## src/rtl/krnl_hll_rtl_rd_master.sv

```systemverilog
// krnl_hll_rtl_rd_master: AXI4 read master feeding an AXI-stream.
// Takes ap_start/base/count from the control slave. Issues one INCR burst
// at a time, never crossing a 4 KB page. Forwards R beats to the stream
// with zero latency.
// Optional feature macro: KRNL_HLL_RD_PERF_CNT_EN adds the cycle_cnt port.
module krnl_hll_rtl_rd_master #(
  parameter int ADDR_W    = 64,
  parameter int DATA_W    = 512,
  parameter int LEN_W     = 32,
  parameter int MAX_BURST = 64
) (
  input  logic              aclk,
  input  logic              areset,
  input  logic              ap_start,
  output logic              ap_ready,
  output logic              ap_done,
  output logic              ap_idle,
  input  logic [ADDR_W-1:0] base_addr,
  input  logic [LEN_W-1:0]  num_beats,
  output logic [ADDR_W-1:0] m_araddr,
  output logic [7:0]        m_arlen,
  output logic              m_arvalid,
  input  logic              m_arready,
  input  logic [DATA_W-1:0] m_rdata,
  input  logic              m_rlast,
  input  logic              m_rvalid,
  output logic              m_rready,
  output logic [DATA_W-1:0] s_tdata,
  output logic              s_tvalid,
  input  logic              s_tready,
  output logic              s_tlast
`ifdef KRNL_HLL_RD_PERF_CNT_EN
  ,
  output logic [31:0]       cycle_cnt
`endif
);

  localparam int BPB   = DATA_W / 8;
  localparam int OFF_W = $clog2(BPB);
  localparam int CMPW  = (LEN_W > 13) ? LEN_W : 13;

  typedef enum logic [1:0] {S_IDLE, S_ADDR, S_DATA, S_DONE} state_t;

  state_t            state_q, state_d;
  logic [ADDR_W-1:0] addr_q, addr_d;
  logic [LEN_W-1:0]  rem_q, rem_d;
  logic [8:0]        blen_q, blen_d;
  logic [ADDR_W-1:0] base_aligned;

  // Beats in the next burst: limited by remaining count, MAX_BURST and the
  // distance to the next 4 KB page boundary.
  function automatic logic [8:0] calc_blen(input logic [11:0] a_lo,
                                           input logic [LEN_W-1:0] r);
    logic [12:0]     page;
    logic [CMPW-1:0] cap;
    logic [CMPW-1:0] rx;
    page = (13'd4096 - {1'b0, a_lo}) >> OFF_W;
    cap  = CMPW'(page);
    if (cap > CMPW'(MAX_BURST)) cap = CMPW'(MAX_BURST);
    rx = CMPW'(r);
    if (rx < cap) cap = rx;
    return 9'(cap);
  endfunction

  assign base_aligned = {base_addr[ADDR_W-1:OFF_W], {OFF_W{1'b0}}};
  assign m_araddr     = addr_q;
  assign m_arlen      = 8'(blen_q - 9'd1);
  assign s_tdata      = m_rdata;

  // Next-state, argument/burst bookkeeping and handshake outputs.
  always_comb begin
    state_d   = state_q;
    addr_d    = addr_q;
    rem_d     = rem_q;
    blen_d    = blen_q;
    ap_ready  = 1'b0;
    ap_done   = 1'b0;
    ap_idle   = 1'b0;
    m_arvalid = 1'b0;
    m_rready  = 1'b0;
    s_tvalid  = 1'b0;
    s_tlast   = 1'b0;
    case (state_q)
      S_IDLE: begin
        ap_idle = 1'b1;
        if (ap_start && !areset) begin
          ap_ready = 1'b1;
          addr_d   = base_aligned;
          rem_d    = num_beats;
          if (num_beats == '0) begin
            state_d = S_DONE;
          end else begin
            state_d = S_ADDR;
            blen_d  = calc_blen(base_aligned[11:0], num_beats);
          end
        end
      end
      S_ADDR: begin
        m_arvalid = 1'b1;
        if (m_arready) state_d = S_DATA;
      end
      S_DATA: begin
        s_tvalid = m_rvalid;
        m_rready = s_tready;
        s_tlast  = m_rvalid & m_rlast & (rem_q == LEN_W'(blen_q));
        // The burst closes on rlast even if it arrives early (slave error).
        if (m_rvalid && s_tready && m_rlast) begin
          addr_d = addr_q + (ADDR_W'(blen_q) << OFF_W);
          rem_d  = (rem_q >= LEN_W'(blen_q)) ? rem_q - LEN_W'(blen_q) : '0;
          if (rem_d == '0) begin
            state_d = S_DONE;
          end else begin
            state_d = S_ADDR;
            blen_d  = calc_blen(addr_d[11:0], rem_d);
          end
        end
      end
      S_DONE: begin
        ap_done = 1'b1;
        state_d = S_IDLE;
      end
      default: state_d = S_IDLE;
    endcase
  end

  // State and burst registers.
  always_ff @(posedge aclk or posedge areset) begin
    if (areset) begin
      state_q <= S_IDLE;
      addr_q  <= '0;
      rem_q   <= '0;
      blen_q  <= '0;
    end else begin
      state_q <= state_d;
      addr_q  <= addr_d;
      rem_q   <= rem_d;
      blen_q  <= blen_d;
    end
  end

`ifdef KRNL_HLL_RD_PERF_CNT_EN
  logic [31:0] cnt_q;

  // Busy-cycle counter: cleared at start, saturating, held while idle.
  always_ff @(posedge aclk or posedge areset) begin
    if (areset) begin
      cnt_q <= '0;
    end else if (ap_ready) begin
      cnt_q <= '0;
    end else if (state_q != S_IDLE && cnt_q != '1) begin
      cnt_q <= cnt_q + 32'd1;
    end
  end

  assign cycle_cnt = cnt_q;
`endif

endmodule

```

## config.mk

```make
export PLATFORM = sky130hd
export DESIGN_NAME = krnl_hll_rtl_rd_master
export DESIGN_NICKNAME = d
export VERILOG_FILES = /design/src/rtl/krnl_hll_rtl_rd_master.sv
export SDC_FILE = /design/constraint.sdc
export NUM_CORES = 1
export LEC_CHECK = 0
export ABC_AREA = 1
export BUFFER_PORTS_ARGS = -buffer_cell sky130_fd_sc_hd__buf_2
export CAP_MARGIN = 20
export CORE_AREA = 2 2 471 473
export DETAILED_ROUTE_END_ITERATION = 6
export DIE_AREA = 0 0 473 475
export PLACE_DENSITY = 0.3
export SLEW_MARGIN = 20
export SYNTH_ARGS = -nofsm -noshare
export SYNTH_HDL_FRONTEND = slang
export SYNTH_SLANG_ARGS = --single-unit
export TNS_END_PERCENT = 30
```

## constraint.sdc

```tcl
create_clock -name aclk -period 9.3 [get_ports aclk]
set_input_delay 2.325 -clock aclk [delete_from_list [all_inputs] [get_ports aclk]]
set_output_delay 2.325 -clock aclk [all_outputs]
set_load 0.05 [all_outputs]
```

# After elaboration in Yosys (flattened, before gate mapping)
# Cells that the tools add are included.
# classes
magnitude_cmp	5
reduce_logical	11
add_sub_neg	5
n_eq_ne	9
bitwise	2
muxes	36
# op_table
operator	count
32-bit 2-to-1 mux	9
64-bit 2-to-1 mux	2
64-bit one-hot mux with 2 select lines	1
64-bit by 15-bit adder with 64-bit output	1
32-bit zero test	2
32-bit < comparator	2
32-bit one-hot mux with 2 select lines	1
9-bit 2-to-1 mux	6
32-bit by 9-bit equality test with 1-bit output	1
32-bit by 9-bit greater-or-equal comparator with 1-bit output	1
32-bit by 9-bit subtractor with 32-bit output	1
13-bit by 12-bit subtractor with 13-bit output, first input constant	2
9-bit one-hot mux with 2 select lines	1
7-bit greater-than comparator, second input constant	2
7-bit 2-to-1 mux	2
2-bit 2-to-1 mux	5
2-bit != test, second input constant	5
1-bit 2-to-1 mux	8
2-bit one-hot mux with 4 select lines	1
8-bit by 1-bit subtractor with 8-bit output, second input constant	1
3-bit AND reduction	2
5-bit AND reduction	1
2-bit equality test, second input constant	2
1-bit logical AND	3
5 further kinds	6
# word_totals
out_inout_bits	591
ff_bits	107
inputBits	615
elab_cells	72

# Longest topological paths before layout
# Gate-level depths: netlist of run 1.
# depth
depth_word	12
mapped_depth	23
depth_no_buf	22

# Worst setup path before layout of run 1
# OpenSTA, ideal clock, no wires.
# synth_timing
path_type	input to output
start	input port ap_start
end	output port ap_ready
path_slack_ns	3.126
required_ns	6.975
t_arrival_ns	3.849
cell_stages	2
path_cell_list	inv_1 nor4_1
# synth_via
elab_chain_len	3
# synth_rtl
item	line_no	rtl
start, declared	14	input logic ap_start,
1-bit logical AND	86	if (ap_start && !areset) begin
1-bit 2-to-1 mux	86	
1-bit 2-to-1 mux	83	case (state_q)
end, declared	15	output logic ap_ready,
# Every way passes these cells.

# Worst setup path in the final report of run 1
# layout_timing
start	input port m_rvalid
end	output port s_tvalid
# layout_via
elab_chain_len	1
# layout_rtl
item	line_no	rtl
start, declared	26	input logic m_rvalid,
1-bit 2-to-1 mux	83	
end, declared	29	output logic s_tvalid,
# Every way passes these cells.

==> impl_metrics.csv, run 1 <==
group,metric,value,unit
run_status,outcome,"finished clean",
critical_path,required,6.98,ns
sta,fin_crit_sh,59.5,%
yosys,muxShareOfSynthArea,0,%
final_layout,layout.cells.non_filler,4484,
sta,report.final.slew_viol_count,0,
sta,finalCriticalPeriod,5.54,ns
global_routing,grt_max_degree,72,
final_layout,final_nets,2257,
yosys,synthSimpleGateAreaFrac,26.3,%
detailed_routing,viasPerCell,2.53,
clock_network,cts-buffers-inserted,9,
sta,worst_pin_slew,0.933,ns
detailed_routing,ant_nets,0,
yosys,synth-edff-count,0,
detailed_routing,wl_per_cell,26.2,um
place,dp_hpwl,105000,um
place,placedCellCount,4466,
flow_run,max_cap_violations,0,
global_routing,antenna_found_initial,25,
yosys,synth_top_family_by_area,"buffers and inverters",
critical_path,worstPathArrival,3.21,ns
sta,finalSetupTns,0,ns
final_layout,mostFrequentLayoutCells,"nand2_1 (377), inv_1 (184), nor2_1 (179)",
final_layout,final_core_util,6.30,%
detailed_routing,first_iter_violations,606,
clock_network,cts_tree,"yes",
yosys,ys_async_sr_fraction,100,%
floorplanning,die_area,225000,sq um
clock_network,cts_buffer_depth,2,
yosys,synth_seq_cells,101,
global_routing,first_global_vias,11532,
yosys,ys_warn_count,0,
detailed_routing,vias,11331,
critical_path,crit_path_top_delay_cell,"nor2_1",
critical_path,path_max_fanout,3,
clock_network,insertion_delay,0.41,ns
critical_path,cpPeakStageDelay,0.38,ns
floorplanning,die_x,473,um
critical_path,crit_buf_inv,3,
global_routing,grt_pass1_wl,143000,um
clock_network,clk_pin_slew,0.09,ns
yosys,seq_area_frac_synth,19.4,%
place,gp_congestion,0.769,
critical_path,criticalPathCategory,"in2out",
yosys,synth_compound_area_share,11.1,%
sta,hold_viol,0,
critical_path,cp_top_family,"buffers and inverters",
power,peakVddDrop,0.148,mV
clock_network,cts-hold-fix-buffers,0,
detailed_routing,firstDrtPassIters,5,
critical_path,r2r_slack,5.07,ns
critical_path,cp_cell_sequence,"buf_2 -> inv_1 -> nor2_1 -> buf_2",
sta,setup_viol_count_final,0,
yosys,syn_area_per_cell,6.61,sq um
critical_path,startpoint_type,"primary input",
detailed_routing,postRouteWirelength,118000,um
global_routing,grtUsageTotal,10.1,%
floorplanning,rows,172,
global_routing,gr-total-overflow,0,
yosys,synth_ff_type,"dfrtp_1",
final_layout,layout-drive-gt1-share,16.1,%
sta,timing.fmax,181,MHz
floorplanning,pin_count,1206,
final_layout,layout_commonest_cell,"nand2_1",
clock_network,root_buffer,"clkbuf_16",
yosys,syn_inst,1972,
worst_hold_path,min_path_type,"reg2reg",
clock_network,h-tree-depth,3,
critical_path,cp-end-kind,"output port",
floorplanning,start_util,5.95,%
clock_network,ctsResizeCount,0,
detailed_routing,drc,0,
floorplanning,core_area,219000,sq um
place,portBuffers,169,
power,p_leak,5.31,nW
yosys,syn_area,13000,sq um
yosys,synthAdderAreaFrac,3.57,%
sta,skew,0.0209,ns
sta,rsz0062_at_grt,"no",
clock_network,postCtsSetupBuffers,0,
yosys,netlist-cell-type-count,47,
final_layout,area_growth,5.84,%
clock_network,cts_sinks,101,
sta,relSlewSlack,37.8,%
yosys,synth-xor-area-share,2.62,%
power,power_density,362,nW/um^2
critical_path,cp_common_cell,"buf_2",
floorplanning,die_height,475,um
==> layout make-up <==
class	instances	area [sq um]
Clock buffer	11	243
Timing Repair Buffer	180	928
Inverter	200	757
Clock inverter	5	42.5
Multi-Input combinational cell	1114	5710
Sequential cell	101	2530
Fill cell	26117	205000
Antenna cell	2	5.00
Tap cell	2871	3590
==> power by group <==
group,internal [mW],total [mW],leakage (nW),switching [mW]
Clock,0.194,0.422,0.142,0.228
Combinational,0.935,3.58,3.94,2.64
Sequential,0.667,0.993,1.23,0.326
Total,1.80,4.99,5.31,3.19
==> logic make-up (layout without fill, tap and decap cells) <==
logic type / count (synthesis) / in the layout
compound gates: 255 / 255
xor+xnor: 39 / 39
fa+ha+maj: 36 / 36
buf+inv: 762 / 396
flops: 101 / 101
other cells: 1 / 8
simple gates: 778 / 778
==> worst paths after layout <==
check / startpoint / endpoint / depth (start not counted)
hold reg to reg: rem_q[3]$_DFFE_PP0P_ / rem_q[3]$_DFFE_PP0P_ / 2
setup reg to reg: blen_q[7]$_DFFE_PP0P_ / blen_q[2]$_DFFE_PP0P_ / 18
hold / removal: rem_q[3]$_DFFE_PP0P_ / rem_q[3]$_DFFE_PP0P_ / 2
min in group asynchronous: areset / state_q[1]$_DFFE_PP0P_ / 2
max in group asynchronous: areset / m_araddr[20]$_DFFE_PP0P_ / 3
setup / recovery: m_rvalid / s_tvalid / 4
==> worst register-to-register path, cell delays in order (launching register included) <==
cell,delay [ns]
dfrtp_1,0.61
inv_1,0.09
ha_1,0.36
nand2_1,0.14
nor2_1,0.28
nand3_1,0.13
nand2_2,0.18
nand2_4,0.14
nand3_4,0.44
nand3_1,0.31
inv_1,0.15
ha_1,0.25
a21oi_1,0.13
o211ai_1,0.13
nor2_4,0.25
nand3_2,0.18
nand2_1,0.12
nand3_1,0.14
a21oi_2,0.15
==> flip-flops by register name, indices dropped and copies added, names as in the netlist <==
name and flops:
state_q 2, blen_q 9, m_araddr 58, rem_q 32
==> through the flow <==
| stage | worst slack [ns] | total power [mW] | hold slack (ns) | cell area (sq um) |
|---|---|---|---|---|
| global placement | 3.58 | 4.74 | 0.485 | 13500 |
| global route | 3.56 | 5.53 | 0.542 | 13800 |
| finish | 3.76 | 4.99 | 0.499 | 13800 |
| floorplan | 3.13 | 3.94 | 0.455 | 13100 |
| detailed placement | 3.62 | 4.72 | 0.479 | 13500 |
| CTS | 3.62 | 5.18 | 0.506 | 13800 |
==> Yosys cell counts (8+ instances only) <==
cell      count  share of area (%)
inv_1       186                5.4
nand4_1      36                1.7
ha_1         34                3.3
nand3_1      96                3.7
clkbuf_1     34               0.98
xnor2_1       9               0.60
xor2_1       30                2.0
o211ai_1     33                1.9
buf_4       519                 30
a21oi_1      45                1.7
nor3_1       24               0.92
o22ai_1      11               0.53
nor2_2       10               0.48
o21ai_0     141                5.4
inv_2        13               0.37
nand3_2       8               0.61
dfrtp_1     101                 19
nand2_1     378                 11
nor2_1      180                5.2
nor4_1       15               0.72
==> routing by layer <==
metal | GRT usage, % | wire, um | share of wire [%]
met4 | 6.63 | 8750 | 7.4
met2 | 17.5 | 57500 | 49
met3 | 10.3 | 26400 | 22
met1 | 6.12 | 25000 | 21
met5 | 0.368 | 114 | 0.097
Note: power is estimated with default switching activity, not from simulation.
==> run 2, diff against run 1 <==
--- a/config.mk
+++ b/config.mk
@@ -8,9 +8,9 @@
 export ABC_AREA = 1
 export BUFFER_PORTS_ARGS = -buffer_cell sky130_fd_sc_hd__buf_2
 export CAP_MARGIN = 20
-export CORE_AREA = 2 2 471 473
+export CORE_AREA = 2 2 472 474
 export DETAILED_ROUTE_END_ITERATION = 6
-export DIE_AREA = 0 0 473 475
+export DIE_AREA = 0 0 474 476
 export PLACE_DENSITY = 0.3
 export SLEW_MARGIN = 20
 export SYNTH_ARGS = -nofsm -noshare
==> constraint.sdc (replaced) <==
create_clock -name aclk -period 4.7 [get_ports aclk]
set_input_delay 1.175 -clock aclk [delete_from_list [all_inputs] [get_ports aclk]]
set_output_delay 1.175 -clock aclk [all_outputs]
set_load 0.05 [all_outputs]
==> run 2 against run 1 <==
  * Routed wire length rose by 0.32%
  * Critical path depth rose by 5
  * Worst hold slack got worse by 0.0042 ns
  * Critical endpoint is now s_tlast
  * Largest power group unchanged
  * Highest routed layer unchanged
==> impl_metrics.csv, run 2 (same netlist as run 1, synthesis figures left out) <==
group,metric,value,unit
run_status,outcome,"finished clean",
floorplanning,start_util,5.90,%
sta,fin_crit_sh,87.4,%
place,dp_hpwl,105000,um
critical_path,cp-end-kind,"output port",
sta,finalSetupTns,0,ns
clock_network,cts-buffers-inserted,9,
clock_network,cts_tree,"yes",
global_routing,gr-total-overflow,0,
sta,rsz0062_at_grt,"no",
final_layout,final_nets,2261,
sta,relSlewSlack,27.1,%
power,p_leak,5.36,nW
global_routing,grt_max_degree,139,
critical_path,path_max_fanout,4,
worst_hold_path,min_path_type,"reg2reg",
place,pre_cts_ws,0.836,ns
clock_network,postCtsSetupBuffers,0,
sta,worst_pin_slew,1.08,ns
sta,hold_ws,0.495,ns
detailed_routing,vias,11320,
critical_path,cp_cell_sequence,"inv_1 -> ha_1 -> nand2_1 -> nor2_1 -> nand2_1 -> nor2_2 -> nand4_1 -> nor2_1 -> buf_2",
floorplanning,die_height,476,um
detailed_routing,viasPerCell,2.46,
global_routing,first_global_vias,11372,
power,peakVddDrop,0.378,mV
floorplanning,die_area,226000,sq um
final_layout,area_growth,7.95,%
detailed_routing,postRouteWirelength,118000,um
flow_run,max_cap_violations,0,
sta,timing.fmax,243,MHz
detailed_routing,wl_per_cell,25.7,um
sta,report.final.slew_viol_count,0,
floorplanning,rows,173,
critical_path,required,3.52,ns
final_layout,layout_commonest_cell,"nand2_1",
global_routing,antenna_found_initial,29,
final_layout,layout.cells.non_filler,4598,
clock_network,cts-hold-fix-buffers,0,
detailed_routing,firstDrtPassIters,5,
detailed_routing,ant_nets,0,
global_routing,grt_pass1_wl,142000,um
floorplanning,core_area,221000,sq um
sta,setup_viol_count_final,0,
floorplanning,pin_count,1206,
critical_path,cpPeakStageDelay,0.49,ns
critical_path,criticalPathCategory,"reg2out",
critical_path,crit_path_top_delay_cell,"dfrtp_1",
sta,setup_ws,0.592,ns
detailed_routing,first_iter_violations,699,
critical_path,worstPathArrival,2.93,ns
clock_network,root_buffer,"clkbuf_16",
global_routing,grtUsageTotal,10.0,%
clock_network,cts_sinks,101,
sta,hold_viol,0,
power,power,10.1,mW
floorplanning,die_x,474,um
clock_network,cts_buffer_depth,2,
detailed_routing,drc,0,
clock_network,h-tree-depth,3,
final_layout,mostFrequentLayoutCells,"nand2_1 (377), inv_1 (184), nor2_1 (179)",
clock_network,insertion_delay,0.41,ns
sta,skew,0.0147,ns
critical_path,startpoint_type,"flop",
clock_network,ctsResizeCount,0,
worst_hold_path,hold_depth,2,
place,placedCellCount,4574,
power,power_density,717,nW/um^2
sta,finalCriticalPeriod,4.11,ns
place,portBuffers,169,
place,gp_congestion,0.782,
clock_network,clk_pin_slew,0.09,ns
critical_path,rr_worst_depth,18,
final_layout,largest_register_ffs,58,
final_layout,layout-drive-gt1-share,16.5,%
## run 2: changes by cell type in the layout (fill, tap and decap cells not counted), sizes merged
cell	previous run	this run
clkinvlp	0	1
inv	202	201
clkinv	3	4
bufinv	0	1
clkbuf	11	9
buf	180	184
diode	2	8
## run 2: per-layer routing
metal / wire length (um) / GRT usage, % / vias to the layer above
li1: - / - / 5094
met1: 25000 / 6.08 / 4995
met2: 61200 / 18.4 / 890
met3: 25000 / 9.70 / 339
met4: 6810 / 5.31 / 2
met5: 47 / 0.128 / -
## run 2: stage by stage
step	util [%]	area (sq um)
floorplan	-	13100
global placement	6.21	13700
detailed placement	6.21	13700
CTS	6.36	14100
global route	6.36	14100
finish	6.37	14100
## run 2: final timing paths
check                           slack, ns                   from                        to
min in group asynchronous            0.86                 areset  m_araddr[13]$_DFFE_PP0P_
worst max-delay path                 0.59  blen_q[6]$_DFFE_PP0P_                   s_tlast
max in group asynchronous            3.07                 areset  m_araddr[36]$_DFFE_PP0P_
worst max register to register       0.74  blen_q[0]$_DFFE_PP0P_     blen_q[2]$_DFFE_PP0P_
worst min-delay path                 0.50   rem_q[3]$_DFFE_PP0P_      rem_q[3]$_DFFE_PP0P_
worst min register to register       0.50   rem_q[3]$_DFFE_PP0P_      rem_q[3]$_DFFE_PP0P_
## run 2: area by class of cell
class	instances	area (sq um)
well taps	2975	3720
clock inverters	7	104
inverters	200	757
clock buffers	9	225
diodes	8	20.0
fillers	26250	207000
repair buffers	184	1010
flip-flops and latches	101	2530
multi-input cells	1114	5710
## run 2: worst max-delay path, delay by kind of cell (launching register included)
kind                       cells  cell delay (ns)
and+or+nand+nor                6             1.16
buffers and inverters          2             0.50
DFF                            1             0.49
adders and majority gates      1             0.38
## run 2: report_power, final
| group | internal, mW | total (mW) | leakage, nW | switching, mW |
|---|---|---|---|---|
| Combinational | 1.92 | 7.26 | 3.98 | 5.34 |
| Sequential | 1.32 | 1.92 | 1.23 | 0.604 |
| Clock | 0.433 | 0.909 | 0.155 | 0.475 |
